[src/rtl/fft_pkg.sv]
// Shared constants, FSM state encoding, write-back payload and address helpers
// for the radix-2 DIT FFT stage sequencer.
package fft_pkg;

    localparam int unsigned LOGN    = 4;
    localparam int unsigned RAM_LAT = 1;
    localparam int unsigned BF_LAT  = 4;
    localparam int unsigned N       = 1 << LOGN;
    localparam int unsigned HALF_N  = N / 2;
    localparam int unsigned D       = RAM_LAT + BF_LAT;
    localparam int unsigned KW      = LOGN - 1;
    localparam int unsigned CNT_W   = $clog2(D + 1);

    typedef enum logic [1:0] {
        ST_IDLE,
        ST_ISSUE,
        ST_DRAIN,
        ST_DONE
    } state_e;

    typedef struct packed {
        logic            valid;
        logic [LOGN-1:0] addr_a;
        logic [LOGN-1:0] addr_b;
    } wb_t;

    // Insert a zero at bit s of k: top of the butterfly pair within its group.
    function automatic logic [LOGN-1:0] calc_addr_a(input logic [KW-1:0] k,
                                                     input logic [LOGN-1:0] s);
        logic [LOGN-1:0] kk;
        logic [LOGN-1:0] mask;
        kk   = LOGN'(k);
        mask = (LOGN'(1) << s) - LOGN'(1);
        return ((kk >> s) << (s + LOGN'(1))) | (kk & mask);
    endfunction

    function automatic logic [KW-1:0] calc_tw(input logic [KW-1:0] k,
                                              input logic [LOGN-1:0] s);
        logic [LOGN-1:0] kk;
        logic [LOGN-1:0] mask;
        logic [LOGN-1:0] pos;
        kk   = LOGN'(k);
        mask = (LOGN'(1) << s) - LOGN'(1);
        pos  = kk & mask;
        return KW'(pos << (LOGN'(LOGN - 1) - s));
    endfunction

endpackage

[src/rtl/fft_wb_delay.sv]
// Write-back delay line: carries {valid, addr_a, addr_b} from read issue to the
// cycle the butterfly results appear.
module fft_wb_delay
    import fft_pkg::*;
#(
    parameter int unsigned DEPTH = D
) (
    input  logic clk,
    input  logic rst,
    input  wb_t  din,
    output wb_t  dout
);

    wb_t [DEPTH-1:0] pipe_q;
    wb_t [DEPTH-1:0] pipe_d;

    always_comb begin
        pipe_d    = pipe_q;
        pipe_d[0] = din;
        for (int i = 1; i < int'(DEPTH); i++) begin
            pipe_d[i] = pipe_q[i-1];
        end
    end

    always_ff @(posedge clk or posedge rst) begin
        if (rst) begin
            pipe_q <= '0;
        end else begin
            pipe_q <= pipe_d;
        end
    end

    assign dout = pipe_q[DEPTH-1];

endmodule

[src/rtl/fft_stage_seq.sv]
// In-place radix-2 DIT FFT sequencer: issues per-stage butterfly read/twiddle
// addresses over ping-pong banks and aligns write-back with datapath latency.
module fft_stage_seq
    import fft_pkg::*;
(
    input  logic            clk,
    input  logic            rst,
    input  logic            start,
    output logic            busy,
    output logic            done,
    output logic [LOGN-1:0] stage,
    output logic            rd_en,
    output logic            rd_bank,
    output logic [LOGN-1:0] rd_addr_a,
    output logic [LOGN-1:0] rd_addr_b,
    output logic [KW-1:0]   tw_addr,
    output logic            wr_en,
    output logic            wr_bank,
    output logic [LOGN-1:0] wr_addr_a,
    output logic [LOGN-1:0] wr_addr_b
);

    state_e            state_q, state_d;
    logic [KW-1:0]     k_q, k_d;
    logic [LOGN-1:0]   s_q, s_d;
    logic [CNT_W-1:0]  cnt_q, cnt_d;
    logic              busy_q, busy_d;
    logic              done_q, done_d;
    logic [LOGN-1:0]   stage_q, stage_d;
    logic              rd_en_q, rd_en_d;
    logic              rd_bank_q, rd_bank_d;
    logic              wr_bank_q, wr_bank_d;
    logic [LOGN-1:0]   rd_addr_a_q, rd_addr_a_d;
    logic [LOGN-1:0]   rd_addr_b_q, rd_addr_b_d;
    logic [KW-1:0]     tw_addr_q, tw_addr_d;
    wb_t               wb_in;
    wb_t               wb_out;

    // Next state plus registered outputs, computed from the post-transition counters.
    always_comb begin
        state_d = state_q;
        k_d     = k_q;
        s_d     = s_q;
        cnt_d   = cnt_q;
        busy_d  = 1'b0;
        done_d  = 1'b0;
        rd_en_d = 1'b0;

        case (state_q)
            ST_IDLE: begin
                if (start) begin
                    state_d = ST_ISSUE;
                    k_d     = '0;
                    s_d     = '0;
                    busy_d  = 1'b1;
                    rd_en_d = 1'b1;
                end
            end
            ST_ISSUE: begin
                busy_d = 1'b1;
                if (k_q == KW'(HALF_N - 1)) begin
                    state_d = ST_DRAIN;
                    cnt_d   = '0;
                end else begin
                    k_d     = k_q + KW'(1);
                    rd_en_d = 1'b1;
                end
            end
            ST_DRAIN: begin
                busy_d = 1'b1;
                if (cnt_q == CNT_W'(D - 1)) begin
                    if (s_q == LOGN'(LOGN - 1)) begin
                        state_d = ST_DONE;
                        busy_d  = 1'b0;
                        done_d  = 1'b1;
                    end else begin
                        state_d = ST_ISSUE;
                        s_d     = s_q + LOGN'(1);
                        k_d     = '0;
                        rd_en_d = 1'b1;
                    end
                end else begin
                    cnt_d = cnt_q + CNT_W'(1);
                end
            end
            ST_DONE: begin
                state_d = ST_IDLE;
            end
            default: begin
                state_d = ST_IDLE;
            end
        endcase

        stage_d     = busy_d ? s_d : '0;
        rd_bank_d   = busy_d & s_d[0];
        wr_bank_d   = busy_d & ~s_d[0];
        rd_addr_a_d = rd_addr_a_q;
        rd_addr_b_d = rd_addr_b_q;
        tw_addr_d   = tw_addr_q;
        if (rd_en_d) begin
            rd_addr_a_d = calc_addr_a(k_d, s_d);
            rd_addr_b_d = rd_addr_a_d + (LOGN'(1) << s_d);
            tw_addr_d   = calc_tw(k_d, s_d);
        end
    end

    always_ff @(posedge clk or posedge rst) begin
        if (rst) begin
            state_q     <= ST_IDLE;
            k_q         <= '0;
            s_q         <= '0;
            cnt_q       <= '0;
            busy_q      <= 1'b0;
            done_q      <= 1'b0;
            stage_q     <= '0;
            rd_en_q     <= 1'b0;
            rd_bank_q   <= 1'b0;
            wr_bank_q   <= 1'b0;
            rd_addr_a_q <= '0;
            rd_addr_b_q <= '0;
            tw_addr_q   <= '0;
        end else begin
            state_q     <= state_d;
            k_q         <= k_d;
            s_q         <= s_d;
            cnt_q       <= cnt_d;
            busy_q      <= busy_d;
            done_q      <= done_d;
            stage_q     <= stage_d;
            rd_en_q     <= rd_en_d;
            rd_bank_q   <= rd_bank_d;
            wr_bank_q   <= wr_bank_d;
            rd_addr_a_q <= rd_addr_a_d;
            rd_addr_b_q <= rd_addr_b_d;
            tw_addr_q   <= tw_addr_d;
        end
    end

    always_comb begin
        wb_in        = '0;
        wb_in.valid  = rd_en_q;
        wb_in.addr_a = rd_addr_a_q;
        wb_in.addr_b = rd_addr_b_q;
    end

    fft_wb_delay #(
        .DEPTH (D)
    ) u_wb_delay (
        .clk  (clk),
        .rst  (rst),
        .din  (wb_in),
        .dout (wb_out)
    );

    assign busy      = busy_q;
    assign done      = done_q;
    assign stage     = stage_q;
    assign rd_en     = rd_en_q;
    assign rd_bank   = rd_bank_q;
    assign rd_addr_a = rd_addr_a_q;
    assign rd_addr_b = rd_addr_b_q;
    assign tw_addr   = tw_addr_q;
    assign wr_en     = wb_out.valid;
    assign wr_bank   = wr_bank_q;
    assign wr_addr_a = wb_out.addr_a;
    assign wr_addr_b = wb_out.addr_b;

endmodule

[config.mk]
export PLATFORM = sky130hd
export DESIGN_NAME = fft_stage_seq
export DESIGN_NICKNAME = d
export VERILOG_FILES = /design/src/rtl/fft_pkg.sv /design/src/rtl/fft_wb_delay.sv /design/src/rtl/fft_stage_seq.sv
export SDC_FILE = /design/constraint.sdc
export NUM_CORES = 1
export LEC_CHECK = 0
export BUFFER_PORTS_ARGS = -buffer_cell sky130_fd_sc_hd__buf_2
export CAP_MARGIN = 20
export CORE_MARGIN = 10
export CORE_UTILIZATION = 52
export CTS_CLUSTER_SIZE = 12
export DETAILED_ROUTE_END_ITERATION = 16
export GPL_TIMING_DRIVEN = 1
export PLACE_DENSITY_LB_ADDON = 0.25
export SLEW_MARGIN = 25
export SYNTH_ARGS = -nofsm -noshare
export SYNTH_HDL_FRONTEND = slang
export SYNTH_HIERARCHICAL = 1
export SYNTH_SLANG_ARGS = --single-unit
[constraint.sdc]
create_clock -name clk -period 3.8 [get_ports clk]
set_input_delay 0.95 -clock clk [delete_from_list [all_inputs] [get_ports clk]]
set_output_delay 0.95 -clock clk [all_outputs]
set_load 0.02 [all_outputs]
Yosys cells after proc, flatten, opt, wreduce, memory -nomap -nowiden --
Cells that the tools add are included.
Word-level totals: output and inout bits 29, logic and storage cells 86, input bits 3, register bits 77
Operators by class: reduce and logical (&&, ||, !) cells 4, shift-type cells 4, bitwise logic cells 5, add/subtract/negate cells 7, equality and inequality tests 10, multiplexer cells 28
Operators by type and width (count):
- 3-bit 2-to-1 mux | 6
- 4-bit 2-to-1 mux | 4
- 3-bit one-hot mux with 3 select lines | 1
- 4-bit by 1-bit adder with 4-bit output (second input constant) | 2
- 1-bit 2-to-1 mux | 8
- 2-bit 2-to-1 mux | 4
- 2-bit inequality test (second input constant) | 4
- 2-bit one-hot mux with 4 select lines | 1
- 4-bit one-hot mux with 2 select lines | 1
- 3-bit by 1-bit adder with 3-bit output (second input constant) | 2
- 3-bit == test (second input constant) | 2
- 1-bit one-hot mux with 3 select lines | 2
- 3-bit one-hot mux with 2 select lines | 1
- 3-bit AND reduction | 2
- 4-bit adder | 1
- 3-bit by 4-bit bitwise AND with 4-bit output | 1
- 2-bit == test (second input constant) | 2
- 4-bit by 2-bit == test with 1-bit output (second input constant) | 1
- 4-bit bitwise OR | 1
- 1-bit by 4-bit left shift with 4-bit output (first input constant) | 1
- 4-bit by 4-bit left shift with 3-bit output | 1
- 4-bit by 4-bit left shift with 4-bit output | 1
- 3-bit by 4-bit >> shifter with 4-bit output | 1
- 2-bit by 4-bit subtractor with 4-bit output (first input constant) | 1
- 6 further kinds | 7

Depth between registers and ports, before layout --
Gate-level depths: netlist of run 1.
depth in word-level cells 9, depth in mapped cells 17, mapped depth without buffers 16

Cells and area by module --
The synthesis of run 1 kept the hierarchy.
By module, submodules not included:
- fft_stage_seq | cells an instance 190, times used 1, area each 1871.8 sq um, seq. area each 775.7 sq um
- fft_wb_delay | cells an instance 46, times used 1, area each 1129.8 sq um, seq. area each 1126.1 sq um

Worst setup path after synthesis of run 1 --
OpenSTA, ideal clock, no wires.
path kind in2reg, from input start, to register rd_addr_b_q[3], in the netlist rd_addr_b[3], path buffers 1, stages 14, arrival 3.961 ns, path slack -0.286 ns, setup time 0.125 ns, data required time 3.675 ns, path through or3b_4 -> o211ai_1 -> and2_1 -> buf_6 -> inv_4 -> ha_1 -> or4_4 -> o32ai_2 -> ha_1 -> a21o_1 -> a21oi_1 -> xor2_1 -> xnor2_1 -> mux2_2
On the way: word-level cells in the longest chain between the ends 7, elaborated cells on any way between the ends 14, classes of those cells 3 x add/sub; 3 x shift; 6 x mux; 2 x bitwise
Ends and longest elaborated chain:
- start: declaration | RTL line fft_stage_seq.sv:8 | input logic start,
- 4-bit 2-to-1 mux (*) | RTL line fft_stage_seq.sv:51 | if (start) begin
- 4-bit one-hot mux with 2 select lines (*) | RTL line fft_stage_seq.sv:49 | case (state_q)
- named net s_d[1] | RTL line fft_stage_seq.sv:25 | logic [LOGN-1:0] s_q, s_d;
- parallel branches: the longest is 4 deep, another holds 4-bit by 1-bit adder with 4-bit output
- 4-bit adder (*) | RTL line fft_stage_seq.sv:102 | rd_addr_b_d = rd_addr_a_d + (LOGN'(1) << s_d);
- end signal: assignment | RTL line fft_stage_seq.sv:134 | rd_addr_b_q <= rd_addr_b_d;
- end: declaration | RTL line fft_stage_seq.sv:34 | logic [LOGN-1:0] rd_addr_b_q, rd_addr_b_d;
Mark *: on every way through the listed nets, which the timed path passes. A chain may end at the register's enable or synchronous reset.

Final worst setup path of run 1 --
Same ends and word-level chain as after synthesis.

==> key figures, run 1 <==
Run status
  – Status: completed

Global routing
  – Initial antenna violation count: 0
  – Met2 usage: 19.81%
  – GRT Max-Usage Layer: met2
  – Vias in the first global route: 1972
  – Pin count of the biggest net entering global routing: 46
  – GRT Util Overall: 13.54%
  – M3 GR Usage: 3.735%
  – Met1 Track Usage GR: 18.16%
  – Global-route wire length before repair: 9591 um
  – Total gr overflow: 0

Synth
  – Avg Cell Area, Syn: 12.72 um2
  – FF+latch count, synth: 76
  – Syn Inst Count: 236
  – FFs w/ async S/R, synth: between 90% and 100%
  – Seq/Total Area, Yosys: 63.36%
  – Post-synth EDFFs: 0
  – Top_reg_cell synth: dfrtp_1
  – Syn Nets: 249
  – Synthesis Warnings: 6
  – Netlist Area Pre-Place: about 3000 um2
  – Synth cell types: 55

Setup path
  – CP Data Arrival Time: 3870 ps
  – Crit path max fanout: 2
  – CP Cell Sequence: buf_2 > or3b_4 > o211ai_1 > and2_4 > inv_4 > ha_4 > or4_4 > o32ai_4 > ha_1 > a21o_1 > a21oi_2 > xor2_1 > xnor2_1 > mux2_2
  – Critical path data required time: 4040 ps
  – Crit path max-delay family: simple AND/OR/NAND/NOR gates
  – Startpoint types: input pin
  – Max stage delay on crit path: roughly 530 ps
  – CP bufs+invs: 2
  – Slowest-stage cell, CP: or4_4
  – CP Capture Type: flip-flop
  – Crit Path Class: in2reg

Clock network
  – Clk buf depth: 2
  – TritonCTS clock tree: done
  – Worst-path clk slew: 90 ps
  – TritonCTS Sinks: 76
  – CTS root buf: clkbuf_8
  – Clk Latency, worst-skew pair: 350 ps
  – Htree depth: 3
  – Clock buffer count from CTS: 9
  – Post-CTS Hold Fix Bufs: 0

Final layout
  – Antenna diodes: 0
  – Fin area: ~3700 um2
  – Final Util: 65.99%
  – Fin nets: 312
  – Share of layout cells above drive strength 1: between 30% and 40%
  – Synth-to-layout area growth: 21.80%
  – Fill cells: 451

STA
  – Final setup TNS: 0 ps
  – Hold Vio Cnt, Final: 0
  – Worst Skew: 10.23 ps
  – Final Cycle Share: between 90% and 100%
  – Period minus WS final: 3629 ps
  – Worst slew pin tran: 704.7 ps
  – Max-slew violation count: 0
  – # setup viols final: 0
  – Achievable Freq: 275.6 MHz
  – Slew headroom: 52.41%
  – RSZ-0062 raised after global routing: false

Routing
  – DR pass1 iterations: 4
  – First DRT Iteration DRCs: 74
  – Post-route ant nets: 0
  – Via count: ~2000
  – DR WL/cell: 14.90 um
  – Vias per cell: 5.184
  – Routed wire length: 5604 um
  – Drc violations: 0

Power and ir drop
  – P_sw: 342.0 uW
  – Switch share: 24.31%
  – Comb pwr share: approximately 1.4%
  – Pwr dens: 384.9 nW/um2
  – Internal: 1.065 mW
  – Worst vdd ir: between 200 and 250 uV
  – Clock group share of total power: between 40 and 50%
  – Leakage dissipation: between 1.5 and 2 nW
  – Sequential power share: 57.4%
  – Total power: 1.407 mW

Placed design
  – Dpl cell area: 3425 um2
  – HPWL after detailed placement: 4011 um
  – IO buf count: 31
  – Final GP Congestion: 0.9091

Floorplan
  – Die H: 95.98 um
  – Starting Density: a little over half
  – Standard-cell rows: 27
  – Die area: between 9000 and 10000 um2
  – Core footprint: between 5000 and 6000 um2
  – Die W: 95.98 um
  – IO Count: 32

Flow run
  – Max_cap viols: 0

Worst hold path
  – Worst hold path type: reg2reg
[state kept, by name, indices dropped and copies added (netlist names)]
name,flops
rd_en,1
done,1
state_q,2
wr_bank,1
u_wb_delay/dout,9
k_q,3
rd_addr_a,4
stage,4
s_q,4
rd_addr_b,4
busy,1
cnt_q,3
u_wb_delay/pipe_d,36
tw_addr,3
[Yosys cell counts (all sizes together), types with 3 or more instances]
cell type / count / share of area [%]
nand2: 25 / 3.4
clkbuf: 3 / 0.38
dfrtp: 76 / 63
buf: 4 / 1.4
o21ai: 12 / 2.0
o211ai: 5 / 1.3
and2: 4 / 0.88
mux2: 4 / 1.5
nand3: 8 / 1.3
a31oi: 3 / 0.83
ha: 9 / 3.8
nor2b: 3 / 0.63
xnor2: 3 / 0.88
a21o: 3 / 0.75
inv: 15 / 2.0
nor2: 9 / 1.1
nor3: 6 / 1.5
a21oi: 10 / 1.8
[stage by stage]
stage,setup WS (ps),std cells,hold WS [ps]
2_1_floorplan,-181.1,236,331.2
3_3_place_gp,-118.2,359,331.6
3_5_place_dp,-234.3,359,334.7
4_1_cts,51.67,375,353.9
5_1_grt,15.50,376,361.5
6_report,171.2,376,350.6
[placed cells by master, fill, tap and decap left out, types with 3 or more instances in the layout]
master     n
o21ai_0   11
a21oi_1    8
dfrtp_1   76
inv_6      3
nand3_1    8
nor2_1     9
buf_4     28
a21o_1     3
clkbuf_8   9
inv_1     13
xnor2_1    3
nor3_1     4
nor2b_1    3
buf_2     31
nand2_1   23
ha_1       6
mux2_2     3
o211ai_1   5
[final cells by class]
| type | instances | area (um2) | share of cell area [%] |
|---|---|---|---|
| flip-flops and latches | 76 | 1902 | 52.02 |
| multi-input cells | 136 | 1031 | 28.20 |
| repair buffers | 59 | 365.4 | 9.993 |
| clock buffers | 9 | 123.9 | 3.388 |
| well taps | 72 | 90.09 | 2.464 |
| inverters | 17 | 78.83 | 2.156 |
| clock inverters | 7 | 65.06 | 1.780 |
[power by group through the flow]
stage	clock (mW)	sequential [mW]	combinational (mW)
after floorplan	0	0.824	0.0126
after global placement	0	0.824	0.0205
after detailed placement	0	0.824	0.0211
after CTS	0.600	0.808	0.0210
after global routing	0.636	0.808	0.0236
final	0.580	0.808	0.0198
[final timing paths]
check                                 startpoint                     to  slack (ps)  depth (start not counted)
setup / recovery                           start           rd_addr_b[3]         170                         14
hold / removal             u_wb_delay/pipe_d[27]  u_wb_delay/pipe_d[36]         350                          0
setup reg to reg                        cnt_q[0]           rd_addr_b[3]         200                         15
hold reg to reg            u_wb_delay/pipe_d[27]  u_wb_delay/pipe_d[36]         350                          0
max in group asynchronous                    rst  u_wb_delay/pipe_d[34]        2700                          3
min in group asynchronous                    rst                 s_q[1]         690                          3
[timing repair]
item | in CTS | in global routing
buffers inserted | 0 | 1
setup endpoints to repair | 0 | 2
gates resized for setup | 0 | 7
[routing by layer]
| metal | vias to the layer above | wire (um) |
|---|---|---|
| li1 | 942 | - |
| met1 | 948 | 2545 |
| met2 | 51 | 2528 |
| met3 | 8 | 423 |
| met4 | 0 | 106 |
| met5 | - | 0 |
[kinds of logic (layout without fill, tap and decap cells)]
group | count (synthesis) | after routing | share of synthesized area [%]
muxes | 4 | 4 | 1.501
xor gates and xnor gates | 5 | 5 | 1.459
DFF | 76 | 76 | 63.36
buffers and inverters | 24 | 92 | 4.377
AOI/OAI and AO/OA | 45 | 45 | 10.92
and+or+nand+nor | 72 | 72 | 13.96
adders and majority gates | 10 | 10 | 4.419
Power figures use the tool's default switching activity.
==> run 2, diff against run 1 <==
==> constraint.sdc (replaced) <==
create_clock -name clk -period 3.3 [get_ports clk]
set_input_delay 0.825 -clock clk [delete_from_list [all_inputs] [get_ports clk]]
set_output_delay 0.825 -clock clk [all_outputs]
set_load 0.02 [all_outputs]
==> run 2 against run 1 <==
Effect of this change:
- core utilization increased by 8.0 points
- clock-buffer cell count unchanged
- power is 16% higher
- highest routed layer unchanged
- sequential power is 15% higher
- via count rose by 12%
- largest cell class unchanged
- clock skew grew 5.7 ps
- critical path depth increased by 1
- clock power rose by 17%
- the run now ends with negative setup slack left
- final cell count is 12% higher
- combinational power rose by 19%
==> key figures, run 2 (synthesis gave the netlist of run 1 again) <==
STA
  – Worst Skew: 15.94 ps
  – Achievable Freq: 278.1 MHz
  – Slew headroom: 42.65%
  – Setup ws final: -295.9 ps
  – RSZ-0062 raised after global routing: true
  – # setup viols final: 4
  – Worst slew pin tran: 854.9 ps
  – Fin Hold WS: 349.1 ps
  – Hold Vio Cnt, Final: 0
  – Final Cycle Share: 109.0%
  – Max-slew violation count: 0
  – Period minus WS final: around 3600 ps

Placed design
  – Final GP Congestion: 0.9065
  – IO buf count: 31
  – HPWL after detailed placement: 4397 um
  – Inst Count DP: 384
  – Dpl cell area: 3617 um2
  – Place WS: -601.0 ps

Final layout
  – Fin nets: between 300 and 400
  – Synth-to-layout area growth: 36.52%
  – Fin area: 4098 um2
  – Area of the multi-input gates: ~1100 um2
  – Most common cell after layout, fill and taps aside: dfrtp_1
  – FF/Latch Area: 1903 um2
  – Final Util: 73.96%
  – Layout Cells excl Fill: approximately 420
  – Most frequent cells in the layout: dfrtp_1 (75), buf_4 (68), buf_2 (30)
  – Max reg flops: 36
  – Fill cells: 358
  – Antenna diodes: 0
  – Share of layout cells above drive strength 1: 45.85%

Global routing
  – Pin count of the biggest net entering global routing: 32
  – GRT Util Overall: 15.55%
  – Vias in the first global route: 2314
  – Initial antenna violation count: 0
  – Total gr overflow: 0
  – Global-route wire length before repair: 10990 um

Floorplan
  – Core footprint: 5540 um2
  – Starting Density: 54.18%
  – Standard-cell rows: 27
  – Die H: 95.98 um
  – IO Count: 32
  – Die area: about 9200 um2
  – Die W: 95.98 um

Routing
  – Vias per cell: a little over 5
  – Via count: between 2000 and 2500
  – Drc violations: 0
  – First DRT Iteration DRCs: 143
  – DR pass1 iterations: 4
  – Routed wire length: 7033 um
  – Post-route ant nets: 0
  – DR WL/cell: 16.71 um

Run status
  – Status: finished with violations
  – Failing checks: negative setup slack

Clock network
  – TritonCTS Sinks: 76
  – Worst-path clk slew: 100 ps
  – Clock buffer count from CTS: 9
  – Clk buf depth: 2
  – CTS root buf: clkbuf_8
  – TritonCTS clock tree: done
  – Htree depth: 3
  – Clk Latency, worst-skew pair: 360 ps

Setup path
  – Crit path max fanout: 4
  – Flop2flop setup slack: -300 ps
  – CP Capture Type: flip-flop
  – Crit Path Class: reg2reg
  – Critical path data required time: 3550 ps
  – R2r endpoint: rd_addr_b[3]
  – Startpoint types: flip-flop
  – Reg-to-reg critical path startpoint: s_q[1]
  – Reg2Reg Depth: 15
  – CP Data Arrival Time: 3850 ps

Power and ir drop
  – Pwr dens: 398.1 nW/um2
  – Worst vdd ir: roughly 320 uV
  – Leakage dissipation: 1.916 nW

Flow run
  – Max_cap viols: 0

Worst hold path
  – Hold endpoint: u_wb_delay/pipe_d[23]
  – Min-delay src: u_wb_delay/pipe_d[14]
  – Worst hold path type: reg2reg
  – Hold Crit Depth: 0
[run 2: cell count changes in the layout (fill, tap and decap cells not counted), moves of 2 or more]
cell and delta:
buf_4 +40, buf_6 +5, inv_1 -2, inv_2 +2, nand2_1 -2, nand2_2 +2
and3_4 +2, ha_1 -2, inv_8 -2, inv_6 +2
[run 2: repair_timing]
item,4_1_cts,5_1_grt
resized for setup,29,3
endpoints found under the setup margin,3,4
hold buffers,0,0
setup buffers,16,6
pin swaps,12,13
[run 2: area by class of cell]
class	count	area share (%)
multi-input cells	136	26.84
clock inverters	7	1.649
well taps	72	2.198
flip-flops and latches	76	46.44
repair buffers	104	17.86
clock buffers	9	3.023
inverters	17	1.985
[run 2: worst max path at each step]
stage,to,from,slack (ps),depth (start not counted)
after global routing,rd_addr_b[3],s_q[1],-390,15
after detailed placement,rd_addr_b[3],start,-600,14
after CTS,rd_addr_b[3],s_q[0],-140,20
after global placement,rd_addr_b[3],start,-520,14
after floorplan,rd_addr_b[3],start,-540,14
final,rd_addr_b[3],s_q[1],-300,15
[run 2: power by group]
| part | switching (mW) | leakage (nW) | internal [mW] |
|---|---|---|---|
| Combinational | 0.0190 | 0.977 | 0.00451 |
| Sequential | 0 | 0.845 | 0.930 |
| Clock | 0.387 | 0.0940 | 0.291 |
| Total | 0.406 | 1.92 | 1.23 |
[run 2: layer usage]
layer | wire length (um) | global-route usage, % | vias to the layer above
met3 | 477 | 4.514 | 15
li1 | - | - | 1034
met5 | 0 | 0 | -
met4 | 122 | 7.248 | 0
met2 | 3544 | 25.51 | 59
met1 | 2888 | 18.52 | 1078
[run 2: critical path: stages, from the launching register on]
cell      delay, ps
dfrtp_1         380
ha_2            190
nor3b_4         290
buf_4           170
or4b_1          100
and3_4          230
clkinv_8         60
ha_4            150
or4_4           440
o32ai_4         290
ha_1            280
a21o_1          190
a21oi_2         150
xor2_1          230
xnor2_1          90
mux2_4          250
[run 2: stage by stage]
stage	setup TNS, ps	total power, mW
2_1_floorplan	-585.0	0.9635
3_3_place_gp	-1037	0.9725
3_5_place_dp	-1173	0.9732
4_1_cts	-144.0	1.638
5_1_grt	-959.7	1.684
6_report	-545.7	1.631
